--- src/rtl/timer_pkg.sv ---
// Shared definitions for the timer block: arbiter FSM state encoding,
// owner codes and the timer register map offsets.
package timer_pkg;

    localparam int unsigned WAIT_W = 3;

    typedef enum logic {
        ST_IDLE   = 1'b0,
        ST_ACCESS = 1'b1
    } arb_state_e;

    // One-hot owner codes as seen on gnt
    localparam logic [1:0] GNT_NONE = 2'b00;
    localparam logic [1:0] GNT_M0   = 2'b01;
    localparam logic [1:0] GNT_M1   = 2'b10;

    // Timer register set offsets
    localparam logic [11:0] TCR   = 12'h000;
    localparam logic [11:0] TSR   = 12'h004;
    localparam logic [11:0] TCNT  = 12'h008;
    localparam logic [11:0] TCMP  = 12'h00C;
    localparam logic [11:0] TPRE  = 12'h010;
    localparam logic [11:0] TIER  = 12'h014;
    localparam logic [11:0] TISR  = 12'h018;
    localparam logic [11:0] THCSR = 12'h01C;

endpackage

--- src/rtl/rr_arb2.sv ---
// Two-requester round-robin decision. last=1 means master 1 was served
// most recently, so master 0 takes a tie.
module rr_arb2 (
    input  logic [1:0] req,
    input  logic       last,
    output logic [1:0] grant
);

    // Lone requester always wins; ties go to whoever was not served last
    always_comb begin
        grant = 2'b00;
        case (req)
            2'b01:   grant = 2'b01;
            2'b10:   grant = 2'b10;
            2'b11:   grant = last ? 2'b01 : 2'b10;
            default: grant = 2'b00;
        endcase
    end

endmodule

--- src/rtl/timer_apb_arb.sv ---
// Two-master APB arbiter in front of the timer register set.
//
//   state     | meaning
//   ----------+-----------------------------------------------------------
//   ST_IDLE   | no owner; any psel is arbitrated and granted next cycle
//   ST_ACCESS | owner fixed in gnt; wait counter runs, completes at zero
//
// Completion-cycle strobes and responses are combinational from the
// registered owner so the register set sees them in the same cycle the
// master gets pready.
module timer_apb_arb
    import timer_pkg::*;
#(
    parameter int unsigned WAIT_STATES = 0
) (
    input  logic        clk,
    input  logic        rst_n,
    input  logic        m0_psel,
    input  logic        m0_penable,
    input  logic        m0_pwrite,
    input  logic [11:0] m0_paddr,
    input  logic [31:0] m0_pwdata,
    input  logic [3:0]  m0_pstrb,
    output logic [31:0] m0_prdata,
    output logic        m0_pready,
    output logic        m0_pslverr,
    input  logic        m1_psel,
    input  logic        m1_penable,
    input  logic        m1_pwrite,
    input  logic [11:0] m1_paddr,
    input  logic [31:0] m1_pwdata,
    input  logic [3:0]  m1_pstrb,
    output logic [31:0] m1_prdata,
    output logic        m1_pready,
    output logic        m1_pslverr,
    output logic        wr_en,
    output logic        rd_en,
    output logic [11:0] addr,
    output logic [31:0] wdata,
    output logic [3:0]  pstrb,
    input  logic [31:0] rdata,
    input  logic        pslverr,
    output logic [1:0]  gnt
);

    localparam logic [WAIT_W-1:0] WAIT_INIT = WAIT_W'(WAIT_STATES);

    arb_state_e        state_q;
    logic [1:0]        gnt_q;
    logic [WAIT_W-1:0] wait_q;
    logic              last_q;

    logic [1:0] req;
    logic [1:0] rr_grant;
    logic       own_sel;
    logic       own_en;
    logic       own_write;
    logic       xfer_beat;
    logic       xfer_done;

    assign req = {m1_psel, m0_psel};

    rr_arb2 u_rr_arb2 (
        .req   (req),
        .last  (last_q),
        .grant (rr_grant)
    );

    // Route the owner's APB request onto the register-set side
    always_comb begin
        own_sel   = 1'b0;
        own_en    = 1'b0;
        own_write = 1'b0;
        addr      = '0;
        wdata     = '0;
        pstrb     = '0;
        if (gnt_q[0]) begin
            own_sel   = m0_psel;
            own_en    = m0_penable;
            own_write = m0_pwrite;
            addr      = m0_paddr;
            wdata     = m0_pwdata;
            pstrb     = m0_pstrb;
        end else if (gnt_q[1]) begin
            own_sel   = m1_psel;
            own_en    = m1_penable;
            own_write = m1_pwrite;
            addr      = m1_paddr;
            wdata     = m1_pwdata;
            pstrb     = m1_pstrb;
        end
    end

    assign xfer_beat = (state_q == ST_ACCESS) && own_sel && own_en;
    assign xfer_done = xfer_beat && (wait_q == '0);

    assign gnt        = gnt_q;
    assign wr_en      = xfer_done & own_write;
    assign rd_en      = xfer_done & ~own_write;
    assign m0_pready  = xfer_done & gnt_q[0];
    assign m1_pready  = xfer_done & gnt_q[1];
    assign m0_pslverr = xfer_done & gnt_q[0] & pslverr;
    assign m1_pslverr = xfer_done & gnt_q[1] & pslverr;
    assign m0_prdata  = (xfer_done && gnt_q[0]) ? rdata : '0;
    assign m1_prdata  = (xfer_done && gnt_q[1]) ? rdata : '0;

    // Grant/wait/abort sequencing; the served pointer moves only on completion
    always_ff @(posedge clk or negedge rst_n) begin
        if (!rst_n) begin
            state_q <= ST_IDLE;
            gnt_q   <= GNT_NONE;
            wait_q  <= '0;
            last_q  <= 1'b1;
        end else begin
            case (state_q)
                ST_IDLE: begin
                    if (|req) begin
                        gnt_q   <= rr_grant;
                        wait_q  <= WAIT_INIT;
                        state_q <= ST_ACCESS;
                    end else begin
                        gnt_q <= GNT_NONE;
                    end
                end
                ST_ACCESS: begin
                    if (!own_sel) begin
                        gnt_q   <= GNT_NONE;
                        state_q <= ST_IDLE;
                    end else if (own_en) begin
                        if (wait_q != '0) begin
                            wait_q <= wait_q - 1'b1;
                        end else begin
                            last_q  <= gnt_q[1];
                            gnt_q   <= GNT_NONE;
                            state_q <= ST_IDLE;
                        end
                    end
                end
                default: begin
                    gnt_q   <= GNT_NONE;
                    state_q <= ST_IDLE;
                end
            endcase
        end
    end

endmodule

--- config.mk ---
export PLATFORM = sky130hd
export DESIGN_NAME = timer_apb_arb
export DESIGN_NICKNAME = d
export VERILOG_FILES = /design/src/rtl/timer_pkg.sv /design/src/rtl/rr_arb2.sv /design/src/rtl/timer_apb_arb.sv
export SDC_FILE = /design/constraint.sdc
export NUM_CORES = 1
export LEC_CHECK = 0
export BUFFER_PORTS_ARGS = -buffer_cell sky130_fd_sc_hd__clkbuf_2
export CELL_PAD_IN_SITES_DETAIL_PLACEMENT = 1
export CELL_PAD_IN_SITES_GLOBAL_PLACEMENT = 2
export CORE_AREA = 5 5 125 127
export DETAILED_ROUTE_END_ITERATION = 12
export DIE_AREA = 0 0 130 132
export PLACE_DENSITY_LB_ADDON = 0.08
export SLEW_MARGIN = 20
export SYNTH_ARGS = -nofsm -noshare
export SYNTH_HDL_FRONTEND = slang
export SYNTH_HIERARCHICAL = 1
export SYNTH_SLANG_ARGS = --single-unit
--- constraint.sdc ---
create_clock -name clk -period 1.87 [get_ports clk]
set_clock_uncertainty 0.15 [all_clocks]
set_input_delay 0.374 -clock clk [delete_from_list [all_inputs] [get_ports clk]]
set_output_delay 0.374 -clock clk [all_outputs]
set_load 0.02 [all_outputs]
# After elaboration in Yosys (flattened, before gate mapping)
# Cells that the tools add are included.
# W data, S select, Z words.
dict set report word_totals {
  reg_bits 7
  elab_cells 65
  latchBits 0
  romBits 0
  mem_count 0
  ramBits 0
  in_bits 137
  output_inout_bits 120
}
dict set report op_classes {
  bitwise_logic 9
  order_cmp 0
  n_addsub 1
  n_mul 0
  div 0
  muxes 31
  reduce_logical 11
  eq_ne 9
  n_shift 0
}
# cell count
set op_table {}
lappend op_table {{$mux W32} 4}
lappend op_table {{$mux W12} 2}
lappend op_table {{$mux W3} 4}
lappend op_table {{$mux W1} 10}
lappend op_table {{$mux W2} 5}
lappend op_table {{$mux W4} 2}
lappend op_table {{$reduce_and A4 Y1} 2}
lappend op_table {{$and A1 B1 Y1} 6}
lappend op_table {{$ne A2 B1 Y1 const B} 3}
lappend op_table {{$pmux W2 S3} 1}
lappend op_table {{$pmux W3 S2} 1}
lappend op_table {{$logic_and A1 B1 Y1} 5}
lappend op_table {{$eq A2 B2 Y1 const B} 2}
lappend op_table {{$pmux W2 S2} 1}
lappend op_table {{$logic_not A3 Y1} 1}
lappend op_table {{$ne A3 B2 Y1 const B} 1}
lappend op_table {{$ne A3 B3 Y1 const B} 1}
lappend op_table {{$not A1 Y1} 3}
lappend op_table {{$reduce_bool A3 Y1} 1}
lappend op_table {{$sub A3 B1 Y3 const B} 1}
lappend op_table {{$eq A2 B1 Y1 const B} 1}
lappend op_table {{$ne A2 B2 Y1 const B} 1}
lappend op_table {{$pmux W1 S2} 1}
lappend op_table {{$reduce_and A2 Y1} 1}
lappend op_table {{$reduce_or A2 Y1} 1}

# Longest topological paths before layout
dict set report logic_depth {
  depth_word 7
  ltp_mapped 8
  mapped_depth_nobuf 6
}

# Modules after synthesis
# Netlist, hierarchy kept.
# mod cells_per_inst seq_area_each_um2 area_each_um2 n_inst
set by_module_without_submodules {}
lappend by_module_without_submodules {timer_apb_arb 179 176.4 1376.3 1}
lappend by_module_without_submodules {rr_arb2 3 0.0 18.8 1}

# Least setup slack after synthesis
# Ideal clock, no wire load.
dict set report synth_path {
  path_type {register to output}
  from {register gnt_q[0], in the netlist gnt[0]}
  to {output port m1_prdata[23]}
  setup_slack_ns -0.245
  arrival_time_ns 1.591
  path_buffers 3
  required_ns 1.346
  stages_incl_launch_ff 8
  cell_sequence {dfrtp_1 -> buf_4 -> nand4b_1 -> nand2_1 -> and3_1 -> buf_4 -> buf_6 -> and2_1}
}
dict set report synth_via {
  elab_chain_len 6
  elab_cells_between_ends 7
  cone_classes {mux: 3; reduce/logical: 4}
}
# item line
set synth_rtl {}
lappend synth_rtl {{start: declaration} timer_apb_arb.sv:49} ;# logic [1:0] gnt_q;
lappend synth_rtl {{start signal: assignment} timer_apb_arb.sv:118} ;# gnt_q <= rr_grant;
lappend synth_rtl {{$mux W1} timer_apb_arb.sv:77} ;# if (gnt_q[0]) begin
lappend synth_rtl {{$logic_and A1 B1 Y1} timer_apb_arb.sv:94} ;# assign xfer_beat = (state_q == ST_ACCESS) && own_sel && own_en;
lappend synth_rtl {{$logic_and A1 B1 Y1 *} timer_apb_arb.sv:94}
lappend synth_rtl {{$logic_and A1 B1 Y1 *} timer_apb_arb.sv:95} ;# assign xfer_done = xfer_beat && (wait_q == '0);
lappend synth_rtl {{$logic_and A1 B1 Y1 *} timer_apb_arb.sv:105} ;# assign m1_prdata = (xfer_done && gnt_q[1]) ? rdata : '0;
lappend synth_rtl {{$mux W32 *} timer_apb_arb.sv:105}
lappend synth_rtl {{end: declaration} timer_apb_arb.sv:33} ;# output logic [31:0] m1_prdata,
# Mark *: on every way between the ends. The rest lies on a longest branch, timed or not.

# Final worst setup path
dict set report layout_path {
  from {register gnt_q[0], in the netlist gnt[0]}
  to {output port m0_pslverr}
}
dict set report layout_via {
  elab_chain_len 6
  elab_cells_between_ends 7
  cone_classes {mux: 2; bitwise: 2; reduce/logical: 3}
}
# item line
set layout_rtl {}
lappend layout_rtl {{$mux W1} timer_apb_arb.sv:77}
lappend layout_rtl {{$logic_and A1 B1 Y1 (2 in a row)} timer_apb_arb.sv:94}
lappend layout_rtl {{$logic_and A1 B1 Y1} timer_apb_arb.sv:95}
lappend layout_rtl {{$and A1 B1 Y1 * (2 in a row)} timer_apb_arb.sv:102} ;# assign m0_pslverr = xfer_done & gnt_q[0] & pslverr;
lappend layout_rtl {{end: declaration} timer_apb_arb.sv:26} ;# output logic m0_pslverr,
# Marks and branches as above.

==> impl_results.md <==
* Chip height at 132 um
* Routed WL per cell at 17.62 um
* Total Routing Usage GR at 12.14%
* Antenna diodes at 0
* Post-route setup slack at -0.4469 ns
* 1st-iter DRT viols at 41
* Met1 Use GR at 12.22%
* DRT antenna net count at 0
* Synth cell types at 28
* CP required at 1.35 ns
* RSZ-0062 raised after global routing: true
* Num CTS Buffers at 3
* Syn Nets at 321
* Core area at 0.01431 mm^2
* P per Cell Area at 527.9 mW/mm^2
* Slew HR at 86.63%
* DR pass1 iterations at 4
* CTS tree: done
* Number of global-route vias before repair at 2944
* Failing checks: setup timing
* Final WL at 11650 um
* Max Cap Viol at 0
* Residual DRC at 0
* Crit-path max FO at 17
* Routability Congestion at 0.7571
* Area Overhead vs Synth at 256.5%
* Final setup fails at 117
* Avg Cell Area, Syn at 7.665 um^2
* Reg2Reg Depth at 10
* Count of final hold-check violations at 0
* Max Slew Vio Count at 0
* Clock sinks at 7
* Crit path launch: gnt[0]
* Die width at 130 um
* Pin count of the biggest net entering global routing at 36
* Synthesized area at 0.001395 mm^2
* Most frequent cells in the layout: 138 x clkbuf_2, 48 x and2_4, 43 x buf_8, 43 x buf_6, 40 x clkbuf_8
* Vias at 2625
* Final setup TNS at -41.02 ns
* Tmin final at 2.317 ns
* GR peak layer: met2
* Most common cell after layout, fill and taps aside: clkbuf_2
* Clk_lat worst skew at 0.23 ns
* Worst vdd ir at 0.0002700 V
* Nets at 617
* Routing usage on met2 at 25.07%
* Total power at 2626 uW
* Starting Density at 9.747%
* Reg clk slew, reported paths at 0.04 ns
* WS Path Type: reg -> out
* Rows at 44
* Longest Clk Path Bufs at 2
* Final period util at 123.9%
* Least-Margin Pin Slew at 0.2005 ns
* Reg area at 178.9 um^2
* Vias per cell at 3.971
* Crit path capture type: output pin
* Multi-input combinational cell area at 0.001475 mm^2
* First-pass GRT wire length at 16460 um
* Fill count at 1619
* Non-filler cells, final at 661
* Hold Slack at 0.3740 ns
* Arr. time, crit path at 1.79 ns
* Initial antenna violation count at 0
* Status: finished with violations
* Post-Synthesis Cells at 182
* Int Power at 1662 uW
* Switching power at 963.1 uW
* Switching share of power at 36.68%
* # IOs at 257
* Combinational share of power at 78.3%
* Synth Warn # at 6
* Met3 Resource Use GR at 3.444%
* LEAKAGE at 0.002593 uW
* Clk root buf: clkbuf_16
* Startpoint Class: register
* Worst min-delay path class: in -> async
* Clock Power Share at 13.8%
* PortBufs at 256
* Worst slack at placement at -0.2350 ns
* Congestion Overflow GR at 0
* H-tree depth at 1
* Part of the power in registers at 8.0%
* HPWL after DPL at 8843 um
* Cell count after placement at 625
* Full die area at 0.01716 mm^2
* #FFs+latches synth at 7
* Share of layout cells above drive strength 1 at 87.00%
* Fmax at 0.4316 GHz
* Reg-to-reg startpoint: wait_q[1]
* Post-synthesis sequential area ratio at 12.65%
synth_stat cells (all sizes together):
master / count / area share (%)
a21o: 1 / 0.54
xnor2: 1 / 0.63
o21ai: 2 / 0.72
nand2b: 2 / 0.90
and3: 3 / 1.3
or2: 2 / 0.90
nor2b: 1 / 0.45
clkbuf: 7 / 1.9
a22oi: 1 / 0.54
ha: 2 / 1.8
and2: 66 / 30
a21boi: 2 / 1.1
a21oi: 2 / 0.99
buf: 12 / 7.5
nand3b: 1 / 0.54
nor2: 3 / 0.81
dfstp: 1 / 1.9
mux2i: 3 / 2.2
dfrtp: 6 / 11
a22o: 48 / 30
nand3: 2 / 0.72
nand2: 10 / 2.7
nand4b: 1 / 0.63
inv: 3 / 0.81
final cells by class:
cell class                      instances  area share [%]
Sequential cell                         7           3.597
Inverter                                3          0.2264
Timing Repair Buffer                  310           60.30
Multi-Input combinational cell        153           29.66
Tap cell                              184           4.629
Clock buffer                            4           1.585
power by group through the flow:
stage / sequential [uW] / combinational [uW] / clock (uW)
2_1_floorplan: 213 / 760 / 0
3_3_place_gp: 212 / 1310 / 0
3_5_place_dp: 211 / 1310 / 0
4_1_cts: 211 / 1990 / 375
5_1_grt: 215 / 2180 / 384
6_report: 209 / 2050 / 362
stage by stage:
| stage | util [%] | instance area [um^2] |
|---|---|---|
| global route | 34.75 | 4974 |
| global placement | 23.01 | 3293 |
| finish | 34.75 | 4974 |
| CTS | 32.11 | 4596 |
| detailed placement | 23.01 | 3293 |
| floorplan | - | 1727 |
path summary, 6_finish.rpt:
kind,end,slack (ns)
max,m0_pslverr,-0.45
min,wait_q[0],0.37
max reg2reg,wait_q[0],0.10
min reg2reg,last_q,0.37
max in group asynchronous,last_q,0.95
min in group clk,last_q,0.37
metal layers:
| layer | vias to the layer above | wire length (um) |
|---|---|---|
| met5 | - | 0 |
| met4 | 0 | 19 |
| met3 | 2 | 1072 |
| met2 | 146 | 6735 |
| met1 | 1231 | 3818 |
| li1 | 1246 | - |
logic make-up (layout without fill, tap and decap cells):
logic type / count (synthesis) / after routing / synth area share (%)
buffers and inverters: 22 / 317 / 10.22
adders and majority gates: 2 / 2 / 1.793
DFF: 7 / 7 / 12.65
AOI/OAI and AO/OA: 56 / 56 / 33.99
muxes: 3 / 3 / 2.153
xor gates and xnor gates: 1 / 1 / 0.6279
and+or+nand+nor: 91 / 91 / 38.57
critical path, cell delays in order, from the launching register on:
cell and delay, ns:
dfrtp_2 0.42, nand3b_1 0.23, a21oi_4 0.17, and3_4 0.29, buf_12 0.16, and2_2 0.15, clkbuf_8 0.14
sequential cells by signal, summed over array words and instances (netlist names):
register	cells
last_q	1
wait_q	3
state_q	1
gnt	2
what timing repair did:
action,4_1_cts,5_1_grt
gates resized for setup,195,170
pin swaps,2,17
endpoints found under the setup margin,117,121
endpoints found under the hold margin,6,0
hold buffers,1,0
buffers inserted,17,9
gates cloned,8,3
(Power assumes the default switching activity.)
